===== src/rtl/sub_serial_pkg.sv =====
// Shared types and constants for the bit-serial signed subtractor.
package sub_serial_pkg;

  typedef enum logic [0:0] {
    IDLE  = 1'b0,
    SHIFT = 1'b1
  } sub_state_e;

  localparam int unsigned SUB_SERIAL_WIDTH = 6;

  // Largest positive two's-complement value of a w-bit word, zero-extended to 32 bits.
  function automatic logic [31:0] sat_max(input int unsigned w);
    logic [31:0] m;
    m = '1;
    return m >> (33 - w);
  endfunction

  // Most negative two's-complement value of a w-bit word; only the low w bits are meaningful.
  function automatic logic [31:0] sat_min(input int unsigned w);
    return 32'd1 << (w - 1);
  endfunction

endpackage


===== src/rtl/full_sub.sv =====
// Combinational 1-bit full subtractor: d = x - y - borrow_in.
module full_sub (
  input  logic x,
  input  logic y,
  input  logic borrow_in,
  output logic d,
  output logic borrow_out
);

  always_comb begin
    d          = x ^ y ^ borrow_in;
    borrow_out = (~x & y) | (~x & borrow_in) | (y & borrow_in);
  end

endmodule


===== src/rtl/sub_serial_top.sv =====
// Bit-serial signed subtractor diff = a - b - bin, LSB first, WIDTH cycles per operation.
// Optional saturating result when SUB_SERIAL_SAT_EN is defined.
module sub_serial_top
  import sub_serial_pkg::*;
#(
  parameter int unsigned WIDTH = SUB_SERIAL_WIDTH
) (
  input  logic             clk,
  input  logic             rst,
  input  logic             start,
  input  logic             bin,
  input  logic [WIDTH-1:0] a,
  input  logic [WIDTH-1:0] b,
  output logic             busy,
  output logic             done,
  output logic [WIDTH-1:0] diff,
  output logic             overflow
);

  localparam int unsigned     CW   = $clog2(WIDTH);
  localparam logic [CW-1:0]   LAST = CW'(WIDTH - 1);

`ifdef SUB_SERIAL_SAT_EN
  localparam logic [WIDTH-1:0] SAT_MAX = WIDTH'(sat_max(WIDTH));
  localparam logic [WIDTH-1:0] SAT_MIN = WIDTH'(sat_min(WIDTH));
  logic a_neg;
`endif

  sub_state_e       state;
  logic [CW-1:0]    cnt;
  logic [WIDTH-1:0] a_sr;
  logic [WIDTH-1:0] b_sr;
  logic [WIDTH-1:0] res_sr;
  logic             borrow;

  logic             d_bit;
  logic             borrow_nxt;
  logic [WIDTH-1:0] res_nxt;
  logic             ovf_nxt;

  full_sub u_full_sub (
    .x          (a_sr[0]),
    .y          (b_sr[0]),
    .borrow_in  (borrow),
    .d          (d_bit),
    .borrow_out (borrow_nxt)
  );

  // On the final bit, 'borrow' is the borrow into the MSB and borrow_nxt the borrow out of it.
  always_comb begin
    res_nxt = {d_bit, res_sr[WIDTH-1:1]};
    ovf_nxt = borrow ^ borrow_nxt;
  end

  always_ff @(posedge clk) begin
    if (rst) begin
      state    <= IDLE;
      cnt      <= '0;
      a_sr     <= '0;
      b_sr     <= '0;
      res_sr   <= '0;
      borrow   <= 1'b0;
      busy     <= 1'b0;
      done     <= 1'b0;
      diff     <= '0;
      overflow <= 1'b0;
`ifdef SUB_SERIAL_SAT_EN
      a_neg    <= 1'b0;
`endif
    end else begin
      done <= 1'b0;
      case (state)
        IDLE: begin
          if (start) begin
            a_sr   <= a;
            b_sr   <= b;
            res_sr <= '0;
            borrow <= bin;
            cnt    <= '0;
            busy   <= 1'b1;
            state  <= SHIFT;
`ifdef SUB_SERIAL_SAT_EN
            a_neg  <= a[WIDTH-1];
`endif
          end
        end
        SHIFT: begin
          res_sr <= res_nxt;
          a_sr   <= a_sr >> 1;
          b_sr   <= b_sr >> 1;
          borrow <= borrow_nxt;
          cnt    <= cnt + 1'b1;
          if (cnt == LAST) begin
`ifdef SUB_SERIAL_SAT_EN
            diff <= ovf_nxt ? (a_neg ? SAT_MIN : SAT_MAX) : res_nxt;
`else
            diff <= res_nxt;
`endif
            overflow <= ovf_nxt;
            done     <= 1'b1;
            busy     <= 1'b0;
            state    <= IDLE;
          end
        end
        default: state <= IDLE;
      endcase
    end
  end

endmodule


===== config.mk =====
export PLATFORM = sky130hd
export DESIGN_NAME = sub_serial_top
export DESIGN_NICKNAME = d
export VERILOG_FILES = /design/src/rtl/sub_serial_pkg.sv /design/src/rtl/full_sub.sv /design/src/rtl/sub_serial_top.sv
export SDC_FILE = /design/constraint.sdc
export NUM_CORES = 1
export LEC_CHECK = 0
export CAP_MARGIN = 10
export CELL_PAD_IN_SITES_DETAIL_PLACEMENT = 0
export CELL_PAD_IN_SITES_GLOBAL_PLACEMENT = 1
export CORE_ASPECT_RATIO = 0.7
export CORE_MARGIN = 3
export CORE_UTILIZATION = 35
export DETAILED_ROUTE_END_ITERATION = 7
export GPL_TIMING_DRIVEN = 0
export PLACE_DENSITY = 0.79
export SYNTH_ARGS = -nofsm -noshare
export SYNTH_HDL_FRONTEND = slang
export SYNTH_HIERARCHICAL = 1
export SYNTH_SLANG_ARGS = --single-unit

===== constraint.sdc =====
create_clock -name clk -period 1.2 [get_ports clk]
set_input_delay 0.36 -clock clk [delete_from_list [all_inputs] [get_ports clk]]
set_output_delay 0.36 -clock clk [all_outputs]
set_load 0.1 [all_outputs]

Yosys cells after proc, flatten, opt, wreduce, memory -nomap -nowiden --
Index checks and enable logic that the tools add are counted. W data, S select, Z words.
Word-level totals: register bits 32, input port bits 16, logic and storage cells 44
Operators by class: $add $sub $neg 1, eq/ne operators 3, multiplexer cells 17, bitwise operators 10, reduce and logical (&&, ||, !) cells 3
Operators with widths (number):
- $pmux W6 S2 | 3
- $mux W6 | 3
- $mux W1 | 6
- $pmux W1 S2 | 3
- $pmux W3 S2 | 1
- $reduce_and A2 Y1 | 2
- $add A3 B1 Y3 const B | 1
- $and A1 B1 Y1 | 3
- $eq A3 B3 Y1 const B | 1
- $mux W3 | 1
- $xor A1 B1 Y1 | 3
- $ne A2 B1 Y1 const B | 1
- $ne A2 B2 Y1 const B | 1
- $not A1 Y1 | 2
- $or A1 B1 Y1 | 2
- $reduce_or A2 Y1 | 1

Depth between registers and ports, before layout --
word-level depth 5, mapped depth 5, depth with buffers taken out 5

By module --
The synthesis kept the hierarchy.
Modules (own cells, without submodules):
- sub_serial_top | times used 1, cells each 135, area an instance 1365.1 um2, seq. area each 620.6 um2
- full_sub | times used 1, cells each 3, area an instance 27.5 um2, seq. area each 0.0 um2

Least setup slack after synthesis --
No wires, ideal clock.
path kind register -> register, start point reg, netlist name overflow, end point reg overflow, library setup time 0.086 ns, data arrival time 1.211 ns, data required time 1.114 ns, path slack -0.097 ns, cell stages (with the launch flop) 3, path buffers 0, cell sequence dfxtp_1 a31oi_1 a211oi_1
RTL lines:
- end signal: assignment | line sub_serial_top.sv:99 | overflow <= ovf_nxt;
- end: declaration | line sub_serial_top.sv:17 | output logic overflow

Worst setup path in the final report --
start point reg b_sr[0], end point reg overflow
On the way: longest elaborated chain between the ends 4, elaborated cells between the ends (all ways) 5, those cells by class 5 x bitwise
Ends and longest elaborated chain:
- start: declaration | line sub_serial_top.sv:32 | logic [WIDTH-1:0] b_sr;
- start signal: assignment | line sub_serial_top.sv:90 | b_sr <= b_sr >> 1;
- $and A1 B1 Y1 | line full_sub.sv:12 | borrow_out = (~x & y) | (~x & borrow_in) | (y & borrow_in);
- $or A1 B1 Y1 | line full_sub.sv:12
- $or A1 B1 Y1 (*) | line full_sub.sv:12
- named net borrow_nxt | line sub_serial_top.sv:37 | logic borrow_nxt;
- $xor A1 B1 Y1 (*) | line sub_serial_top.sv:52 | ovf_nxt = borrow ^ borrow_nxt;
Mark *: on every way through the listed nets, which the timed path passes. The rest lies on a longest branch. A chain may end at the register's enable or synchronous reset.

==> flow_metrics.tcl <==
set metrics [dict create \
    status "complete, no violations" \
    ys_warn_count 6 \
    final_util 0.535 \
    synth_area_mm2 0.00139 \
    grt_antenna_before_repair 0 \
    placementRows 18 \
    dp_hpwl_um 2130 \
    gp_congestion 0.719 \
    dieArea_mm2 0.00478 \
    drtIter0Drc 27 \
    dr.pass1.iters 4 \
    cellPowerDensity_mw_per_mm2 1150 \
    critPathArrivalTime_ns 1.37 \
    start_util 0.379 \
    die_h_um 58.8 \
    cp-start-kind "register" \
    totalWireLength_um 3040 \
    cp_max_fo 2 \
    clk_latency_ns 0.28 \
    mostFrequentLayoutCell "mux2i_1" \
    clk_pin_slew_ns 0.06 \
    fmax_ghz 0.849 \
    drtAntennaViolNets 0 \
    num-fill-cells 347 \
    cts_made_buffers 5 \
    crit_type "register to register" \
    setup_viol 0 \
    synth_cell_types 23 \
    grt-ovfl-total 0 \
    viasPerCell 4.80 \
    grt_pass1_vias 1080 \
    htreeDepth 2 \
    synth_cells 138 \
    finalCriticalPeriod_ns 1.18 \
    synth_nets 157 \
    io_buffers 23 \
    critPathRequiredTime_ns 1.39 \
    synth_area_per_cell_um2 10.1 \
    num_vias 1061 \
    ios 25 \
    final_cell_mix "18 x mux2i_1, 17 x dfxtp_1, 15 x nand2b_1, 13 x dfxtp_2, 13 x clkdlybuf4s50_1" \
    cts_sinks 31 \
    peakVddDrop_mv 0.589 \
    synth_seq_area_share 0.446 \
    drc 0 \
    syn_to_final_growth_pct 41.1 \
    timing.final.crit_share 0.981 \
    root_buffer "clkbuf_8" \
    fp.coreArea_mm2 0.00367 \
    ys_seq_elements 31 \
    num_antenna_cells 0 \
    rsz0062_at_grt "yes" \
    relSlewSlack 0.849 \
    grt_max_degree 11 \
    clock_path_buffers 2 \
    grt_pass1_wl_um 5200 \
    dpl.cell_count 211 \
    drv_slew 0 \
    wl_per_cell_um 13.8 \
    die_w_um 81.4 \
    total_leakage_power_nw 0.741 \
    critPathCaptureType "register" \
    nets 190 \
    skew_ns 0.00561 \
    final_hold_viol_count 0 \
    cts_tree "done" \
    worst_pin_slew_ns 0.227 \
    drv_cap 0 \
    drive_gt1_frac 0.363 \
    grtUsageTotal 0.148 \
    instances_no_fill 221 \
    hp-class "input port to register" \
    whs_ns 0.443 \
]
## report_power, final
part	total [W]	internal [W]	switching (W)
combinational	0.000332	0.000173	0.000160
clock	0.000816	0.000449	0.000367
sequential	0.00112	0.00108	0.0000393
total	0.00227	0.00170	0.000566
## Yosys cell counts (all sizes together)
cell	n	area (um^2)
nor2b	12	75.1
xnor2	1	8.76
buf	10	63.8
nor3	3	15.0
mux2i	19	190
or3b	7	61.3
nor2	1	3.75
ha	2	25.0
a211oi	14	110
a21oi	8	40.0
inv	5	18.8
dfxtp	31	621
a31oi	1	6.26
and3	1	6.26
nand2b	15	93.8
fa	1	20.0
mux2	1	11.3
nand2	5	18.8
clkbuf	1	3.75
## path summary, 6_finish.rpt
| path | slack (ns) | to | cells past startpoint | startpoint |
|---|---|---|---|---|
| hold reg to reg | 0.47 | diff[0] | 2 | res_sr[1] |
| setup reg to reg | 0.02 | overflow | 3 | b_sr[0] |
| setup / recovery | 0.02 | overflow | 3 | b_sr[0] |
| hold / removal | 0.44 | diff[0] | 3 | rst |
## sequential cells by signal, indices dropped and copies added, names as in the netlist
register,flops
state,1
b_sr,6
res_sr,5
cnt,3
busy,1
overflow,1
borrow,1
done,1
diff,6
a_sr,6
## layer usage
| metal | up-vias | track usage | wire length, um |
|---|---|---|---|
| met2 | 17 | 0.230 | 1410 |
| met4 | 0 | 0.0723 | 45 |
| met3 | 4 | 0.0474 | 108 |
| met1 | 501 | 0.187 | 1470 |
| li1 | 539 | - | - |
| met5 | - | 0 | 0 |
## worst max-delay path, cell delays in order, from the launching register on
cell and delay, ns:
dfxtp_1 0.33, fa_2 0.42, xnor2_2 0.16, a211oi_2 0.18
## area by class of cell
cell class              count  area [um^2]  area share
multi-input cells          91          743       0.378
flip-flops and latches     31          641       0.326
repair buffers             26          332       0.169
clock buffers               6         82.6      0.0420
plain buffers              11         80.1      0.0408
well taps                  50         62.6      0.0318
inverters                   5         18.8     0.00955
clock inverters             1         5.00     0.00255
## timing repair
action,in CTS,in global routing
gates resized for setup,78,29
hold endpoints to repair,0,0
hold buffers,0,0
gates cloned,1,0
setup buffers,1,1
setup endpoints to repair,40,27
pin swaps,2,2
## logic make-up after synthesis
kind of cell / after synthesis / share of synthesized area
fa+ha+maj: 3 / 0.0323
flops: 31 / 0.446
xor+xnor: 1 / 0.00629
simple gates: 44 / 0.197
mux: 20 / 0.145
compound gates: 23 / 0.112
buf+inv: 16 / 0.0620
## metrics by stage
| step | worst slack, ns | cell area (um^2) | setup TNS [ns] | total power, W |
|---|---|---|---|---|
| after detailed placement | -0.599 | 1700 | -13.73 | 0.00143 |
| after global placement | -0.592 | 1700 | -13.25 | 0.00142 |
| after global routing | -0.0274 | 1960 | -0.0637 | 0.00238 |
| final | 0.0224 | 1960 | 0 | 0.00227 |
| after CTS | 0.000840 | 1850 | 0 | 0.00226 |
| after floorplan | 0.0193 | 1400 | 0 | 0.00132 |
(Power assumes the default switching activity.)
